**src/rtl/fir_ctrl_fsm.sv**
```systemverilog
// -----------------------------------------------------------------------------
// fir_ctrl_fsm
//   Job sequencer for fir_datapath. An accepted start latches the job length
//   and output shift, pulses clear, loads NB_TAPS coefficients over the tap
//   handshake, then gates the x stream for len samples and counts y results
//   until len of them have left the datapath. It reports busy/done.
//
//   Handshake rule (h, x and y): a transfer happens on a rising clk_i edge
//   where valid and ready are both high. valid must not depend on ready.
//   x and y are only monitored here; this block never drives their valid or
//   ready.
//
// Ports
//   clk_i          clock, rising edge
//   rst_i          synchronous active-high reset
//   start_i        job start request, sampled only in IDLE
//   abort_i        abort the current job (ignored in IDLE, blocks a start there)
//   len_i          samples per job, latched on accepted start
//   right_shift_i  output shift, latched on accepted start
//   h_valid_i      coefficient source valid
//   h_ready_o      coefficient sink ready, high only in LOAD_H
//   x_gate_o       enables the x source while fewer than len x transfers seen
//   x_valid_i      x handshake monitor, valid at datapath input
//   x_ready_i      x handshake monitor, ready at datapath input
//   y_valid_i      y handshake monitor, valid at datapath output
//   y_ready_i      y handshake monitor, ready at datapath output
//   clear_o        one-cycle clear to datapath/streamers
//   right_shift_o  registered right_shift for the datapath
//   busy_o         high in every state except IDLE
//   done_o         one-cycle pulse on successful job completion
//   dbg_state_o    current FSM state encoding (debug/observability)
// -----------------------------------------------------------------------------
module fir_ctrl_fsm #(
  parameter int unsigned NB_TAPS = 50,
  parameter int unsigned LEN_W   = 16,
  parameter int unsigned SHIFT_W = 5
) (
  input  logic               clk_i,
  input  logic               rst_i,
  input  logic               start_i,
  input  logic               abort_i,
  input  logic [LEN_W-1:0]   len_i,
  input  logic [SHIFT_W-1:0] right_shift_i,
  input  logic               h_valid_i,
  output logic               h_ready_o,
  output logic               x_gate_o,
  input  logic               x_valid_i,
  input  logic               x_ready_i,
  input  logic               y_valid_i,
  input  logic               y_ready_i,
  output logic               clear_o,
  output logic [SHIFT_W-1:0] right_shift_o,
  output logic               busy_o,
  output logic               done_o,
  output logic [2:0]         dbg_state_o
);

  localparam int unsigned H_W = $clog2(NB_TAPS + 1);
  localparam logic [H_W-1:0] H_LAST = H_W'(NB_TAPS - 1);

  typedef enum logic [2:0] {
    IDLE   = 3'd0,
    CLEAR  = 3'd1,
    LOAD_H = 3'd2,
    STREAM = 3'd3,
    DONE   = 3'd4
  } state_e;

  state_e             state_q, state_d;
  logic [LEN_W-1:0]   len_q, len_d;
  logic [SHIFT_W-1:0] shift_q, shift_d;
  logic [H_W-1:0]     h_cnt_q, h_cnt_d;
  logic [LEN_W-1:0]   x_cnt_q, x_cnt_d;
  logic [LEN_W-1:0]   y_cnt_q, y_cnt_d;
  logic               overrun_q, overrun_d;
  // Set on the edge an abort is taken so clear_o is seen in the following
  // IDLE cycle, when the state no longer says CLEAR.
  logic               abort_clr_q, abort_clr_d;

  logic x_hs;
  logic y_hs;

  assign x_hs = x_valid_i & x_ready_i;
  assign y_hs = y_valid_i & y_ready_i;

  // Next-state and counter logic
  always_comb begin
    state_d     = state_q;
    len_d       = len_q;
    shift_d     = shift_q;
    h_cnt_d     = h_cnt_q;
    x_cnt_d     = x_cnt_q;
    y_cnt_d     = y_cnt_q;
    overrun_d   = overrun_q;
    abort_clr_d = 1'b0;

    unique case (state_q)
      IDLE: begin
        if (start_i && !abort_i) begin
          len_d   = len_i;
          shift_d = right_shift_i;
          // A zero-length job has nothing to clear or load.
          state_d = (len_i == '0) ? DONE : CLEAR;
        end
      end

      CLEAR: begin
        h_cnt_d   = '0;
        x_cnt_d   = '0;
        y_cnt_d   = '0;
        overrun_d = 1'b0;
        state_d   = LOAD_H;
      end

      LOAD_H: begin
        if (h_valid_i) begin
          h_cnt_d = h_cnt_q + H_W'(1);
          if (h_cnt_q == H_LAST) begin
            state_d = STREAM;
          end
        end
      end

      STREAM: begin
        // Counters saturate at len; surplus transfers only flag an overrun.
        if (x_hs) begin
          if (x_cnt_q != len_q) begin
            x_cnt_d = x_cnt_q + LEN_W'(1);
          end else begin
            overrun_d = 1'b1;
          end
        end
        if (y_hs) begin
          if (y_cnt_q != len_q) begin
            y_cnt_d = y_cnt_q + LEN_W'(1);
          end else begin
            overrun_d = 1'b1;
          end
        end
        // Compare next-count values so the edge carrying the last y
        // transfer already moves to DONE.
        if ((x_cnt_d == len_q) && (y_cnt_d == len_q)) begin
          state_d = DONE;
        end
      end

      DONE: begin
        state_d = IDLE;
      end

      default: begin
        state_d = IDLE;
      end
    endcase

    // Abort overrides every other transition, including DONE entry.
    if (abort_i && (state_q != IDLE)) begin
      state_d     = IDLE;
      abort_clr_d = 1'b1;
    end
  end

  // State and datapath registers
  always_ff @(posedge clk_i) begin
    if (rst_i) begin
      state_q     <= IDLE;
      len_q       <= '0;
      shift_q     <= '0;
      h_cnt_q     <= '0;
      x_cnt_q     <= '0;
      y_cnt_q     <= '0;
      overrun_q   <= 1'b0;
      abort_clr_q <= 1'b0;
    end else begin
      state_q     <= state_d;
      len_q       <= len_d;
      shift_q     <= shift_d;
      h_cnt_q     <= h_cnt_d;
      x_cnt_q     <= x_cnt_d;
      y_cnt_q     <= y_cnt_d;
      overrun_q   <= overrun_d;
      abort_clr_q <= abort_clr_d;
    end
  end

  // Outputs
  assign h_ready_o     = (state_q == LOAD_H);
  assign x_gate_o      = (state_q == STREAM) && (x_cnt_q != len_q);
  assign clear_o       = (state_q == CLEAR) || abort_clr_q;
  assign busy_o        = (state_q != IDLE);
  // An abort in the DONE cycle suppresses the completion pulse.
  assign done_o        = (state_q == DONE) && !abort_i;
  assign right_shift_o = shift_q;
  assign dbg_state_o   = state_q;

`ifndef SYNTHESIS
  // More x or y transfers than the job length means the surrounding
  // streamers misbehaved.
  always_ff @(posedge clk_i) begin
    if (!rst_i) begin
      assert (!overrun_q);
    end
  end
`endif

endmodule
```
**config.mk**
```make
export PLATFORM = sky130hd
export DESIGN_NAME = fir_ctrl_fsm
export DESIGN_NICKNAME = d
export VERILOG_FILES = /design/src/rtl/fir_ctrl_fsm.sv
export SDC_FILE = /design/constraint.sdc
export NUM_CORES = 1
export LEC_CHECK = 0
export CORE_UTILIZATION = 40
export CTS_BUF_LIST = sky130_fd_sc_hd__clkbuf_16
export CTS_CLUSTER_DIAMETER = 30
export CTS_CLUSTER_SIZE = 10
export DETAILED_ROUTE_END_ITERATION = 6
export SETUP_SLACK_MARGIN = 0.15
export SYNTH_ARGS = -nofsm -noshare
export SYNTH_HDL_FRONTEND = slang
export SYNTH_SLANG_ARGS = --single-unit
export TNS_END_PERCENT = 100
```
**constraint.sdc**
```tcl
create_clock -name clk_i -period 5.8 [get_ports clk_i]
set_input_delay 1.16 -clock clk_i [delete_from_list [all_inputs] [get_ports clk_i]]
set_output_delay 1.16 -clock clk_i [all_outputs]
set_load 0.005 [all_outputs]
```
Word-level counts from Yosys, hierarchy flattened
Index checks and enable logic that the tools add are counted.

word-level totals
  flip-flop bits (word level) = 63
  bits in latches = 0
  bits in writable memories = 0
  ROM bits = 0
  input bits = 30
  output and inout port bits = 13
  word-level logic and storage cells = 58
  memories kept = 0

cells by class
  add/sub/neg operators = 3
  multiply operators = 0
  divide/modulo/power cells = 0
  order comparisons = 0
  equality and inequality tests = 13
  shift operators = 0
  mux-type cells = 17
  bitwise logic cells = 2
  reductions and logical operators = 16

operators with widths
  kind                                                                   count
  16-bit two-way mux                                                     6
  16-bit one-hot mux with 2 select lines                                 2
  16-bit by 1-bit adder with 16-bit output, second input constant        2
  16-bit equality test                                                   2
  16-bit != test                                                         2
  16-bit logical NOT                                                     1
  3-bit two-way mux                                                      5
  3-bit one-hot mux with 4 select lines                                  1
  6-bit one-hot mux with 2 select lines                                  1
  6-bit by 1-bit adder with 6-bit output, second input constant          1
  3-bit by 2-bit equality test with 1-bit output, second input constant  2
  6-bit equality test, second input constant                             1
  6-bit two-way mux                                                      1
  2-bit != test, second input constant                                   3
  1-bit logical AND                                                      5
  2-bit AND reduction                                                    2
  4-bit AND reduction                                                    1
  2-bit nonzero test                                                     2
  3-bit by 1-bit equality test with 1-bit output, second input constant  1
  3-bit equality test, second input constant                             1
  3-bit logical NOT                                                      1
  3-bit nonzero test                                                     1
  1-bit bitwise AND                                                      2
  2-bit by 1-bit != test with 1-bit output, second input constant        1
  4 further kinds                                                        4

Depth between registers and ports, before layout
  depth in word-level cells = 8
  gate-level depth with buffers = 12
  mapped depth without buffers = 10

Worst setup path after synthesis
Ideal clock, no wire load.

  kind = flip-flop to output port
  start point = register x_cnt_q[7]
  end point = output x_gate_o
  arrival time = 2037 ps
  data required time = 4640 ps
  slack = 2603 ps
  stages on the path, launching flop included = 8
  path buffers = 3
  cells stage by stage = dfxtp_1 -> buf_6 -> xor2_1 -> or4_1 -> or4_4 -> buf_6 -> buf_8 -> and3_2

between the ends
  longest elaborated chain between the ends = 2

RTL lines
  element                   line  source
  start: declaration        73    logic [LEN_W-1:0] x_cnt_q, x_cnt_d;
  start signal: assignment  179   x_cnt_q <= x_cnt_d;
  16-bit != test            188   assign x_gate_o = (state_q == STREAM) && (x_cnt_q != len_q);
  1-bit logical AND         188
  end: declaration          46    output logic x_gate_o,

Every way passes these cells.

Final worst setup path
Same ends and word-level chain as after synthesis.

==> summary.md <==
| Metric | Value |
|---|---|
| Starting Density | `0.4177` |
| Layout Skew | `0.004166 ns` |
| Root Buffer | `clkbuf_16` |
| Residual DRC | `0` |
| Synth top area share | `0.3047` |
| Seq/Total Area, Yosys | `0.3047` |
| WL per Instance | `17.53 microns` |
| Mean post-synth cell area | `7.553 sq um` |
| Top cells by area, synth | `dfxtp_1 30%, xor2_1 8.0%, nand2_1 7.7%, xnor2_1 5.7%, a21oi_1 5.4%` |
| DP Worst Slack | `2.143 ns` |
| Yosys top cell by area | `dfxtp_1` |
| Setup tns final | `0 ns` |
| Die height | `103.7 microns` |
| Ys flop type | `dfxtp_1` |
| Crit. End Element | `primary output` |
| Status | `complete, no violations` |
| GRT overflow | `0` |
| Worst-Margin Slew | `1.153 ns` |
| Syn Nets | `582` |
| # nets final | `603` |
| Number of global-route vias before repair | `3803` |
| Clk Latency, worst-skew pair | `0.34 ns` |
| Critical path type | `flip-flop to primary output` |
| Clock transition at path regs | `0.06 ns` |
| DP Wirelength | `9.144 mm` |
| CP required | `4.64 ns` |
| Worst Path Arrival | `2.86 ns` |
| All-Layer GR Usage | `0.2351` |
| Worst vdd ir | `189.8 uV` |
| Routed vias | `4000` |
| Syn Inst Count | `548` |
| Horiz. Die Dim | `103.7 microns` |
| RSZ-0062 raised after global routing | `no` |
| Ports | `43` |
| First-pass GRT wire length | `19.96 mm` |
| Fin. max-slew vios | `0` |
| Setup crit start kind | `flip-flop` |
| Routed WL | `12.40 mm` |
| Detail Route Antenna Nets | `0` |
| Number of synthesized flops with an enable pin | `0` |
| Asr flop ratio synth | `0` |
| Flops & latches, synth | `63` |
| Post-CTS setup buffers | `0` |
| Initial antenna violation count | `0` |
| Crit share post-route | `0.6934` |
| Slew margin rel. | `0.2285` |
| Power density over the cells | `330.2 nW/um^2` |
| Max-Cap Viols | `0` |
| Gpl congestion | `0.8822` |
| Initial drt markers | `213` |
| Hold_buf cts | `0` |
| H-tree depth | `3` |
| First-pass iteration count of the detailed router | `5` |
| Max Freq | `0.2487 GHz` |
| Mapped cell area | `4139 sq um` |
| CTS tree | `done` |
| Via density | `5.658` |
| Std cell rows | `36` |
| Synthesis Warnings | `0` |
| Final worst slack | `1.778 ns` |
| Core area | `9910 sq um` |
| Top-count cell post-synth | `nand2_1` |
| P&R area growth vs syn | `20.01%` |
| Number of diodes | `0` |
| Fin. Hold Viols | `0` |
| Top cells by count, synth | `85 x nand2_1, 63 x dfxtp_1, 59 x nor2_1, 45 x a21oi_1, 38 x xor2_1` |
| Lkg Pwr | `1.816 nW` |
| Hold crit path type | `flip-flop to flip-flop` |
| Layout cells sized above 1 | `0.06446` |
| Largest net degree at the start of global routing | `33` |
| Clock Tree Buf Depth | `2` |
| Die area | `10760 sq um` |
| Distinct cells, synth | `63` |
| Buffers on Ports | `42` |
| Total CTS buffers | `9` |
| Final setup violation count | `0` |
| Min Tclk post-route | `4.022 ns` |
| Clock sink total | `63` |
| Final Util | `0.5013` |
| CP max FO | `17` |
| Worst hold slack | `0.4575 ns` |
| PostCTS Resize Cnt | `0` |
[logic make-up after synthesis]
kind of cell    synth area share
simple gates              0.3162
xor+xnor                  0.1375
compound gates            0.1651
fa+ha+maj                0.01209
mux                      0.02086
flops                     0.3047
buf+inv                  0.04353
[metal layers]
| layer | track usage | part of all wire | vias up |
|---|---|---|---|
| met3 | 0.03210 | 0.043 | 14 |
| met5 | 0 | 0 | - |
| met1 | 0.3296 | 0.50 | 1895 |
| met2 | 0.3624 | 0.44 | 109 |
| li1 | - | - | 1982 |
| met4 | 0.09592 | 0.021 | 0 |
[stage by stage]
step | cells | power (mW) | instance area [sq um]
4_1_cts | 707 | 1.650 | 4967
3_3_place_gp | 691 | 0.9699 | 4598
5_1_grt | 707 | 1.723 | 4967
2_1_floorplan | 548 | 0.8191 | 4139
3_5_place_dp | 691 | 0.9689 | 4598
6_report | 707 | 1.640 | 4967
[power breakdown]
group	switching, mW	internal, mW	total (mW)
Clock	0.210	0.464	0.675
Sequential	0.0433	0.458	0.502
Combinational	0.277	0.187	0.464
Total	0.531	1.11	1.64
[flip-flops by register name, indices dropped and copies added, names as in the netlist]
name / count
dbg_state_o: 3
abort_clr_q: 1
h_cnt_q: 6
x_cnt_q: 16
y_cnt_q: 16
len_q: 16
right_shift_o: 5
[layout by cell type (no fill, tap or decap), types with 7 or more instances in the layout]
| cell | count |
|---|---|
| a21oi_1 | 45 |
| xor2_1 | 38 |
| a22oi_1 | 7 |
| o21ai_0 | 14 |
| and3_1 | 13 |
| clkbuf_16 | 9 |
| dfxtp_1 | 63 |
| nand2_1 | 85 |
| or3_1 | 8 |
| clkdlybuf4s50_1 | 42 |
| nor3_1 | 13 |
| nor2_1 | 59 |
| nand3_1 | 17 |
| nand4_1 | 17 |
| xnor2_1 | 27 |
| and2_1 | 8 |
[area by class of cell]
cell class / count / area, sq um
clock buffers: 9 / 225.2
flip-flops and latches: 63 / 1261
repair buffers: 46 / 450.4
fillers: 1005 / 4942
clock inverters: 7 / 143.9
well taps: 133 / 166.4
inverters: 5 / 18.77
multi-input cells: 444 / 2701
[path summary, 6_finish.rpt]
check,startpoint,endpoint,slack (ns),depth (start not counted)
setup / recovery,x_cnt_q[7]$_SDFFE_PP0P_,x_gate_o,1.78,5
hold / removal,right_shift_o[0]$_SDFFE_PP0P_,right_shift_o[0]$_SDFFE_PP0P_,0.46,2
setup reg to reg,x_cnt_q[7]$_SDFFE_PP0P_,dbg_state_o[2]$_SDFFE_PP0P_,2.63,9
hold reg to reg,right_shift_o[0]$_SDFFE_PP0P_,right_shift_o[0]$_SDFFE_PP0P_,0.46,2
[critical path, stage by stage, from the launching register on]
cell,delay (ns)
dfxtp_1,0.51
xor2_1,0.17
or4_1,0.52
or4_4,0.65
and3_2,0.24
clkdlybuf4s50_1,0.44
No activity file was read; power rests on OpenSTA's default activity.
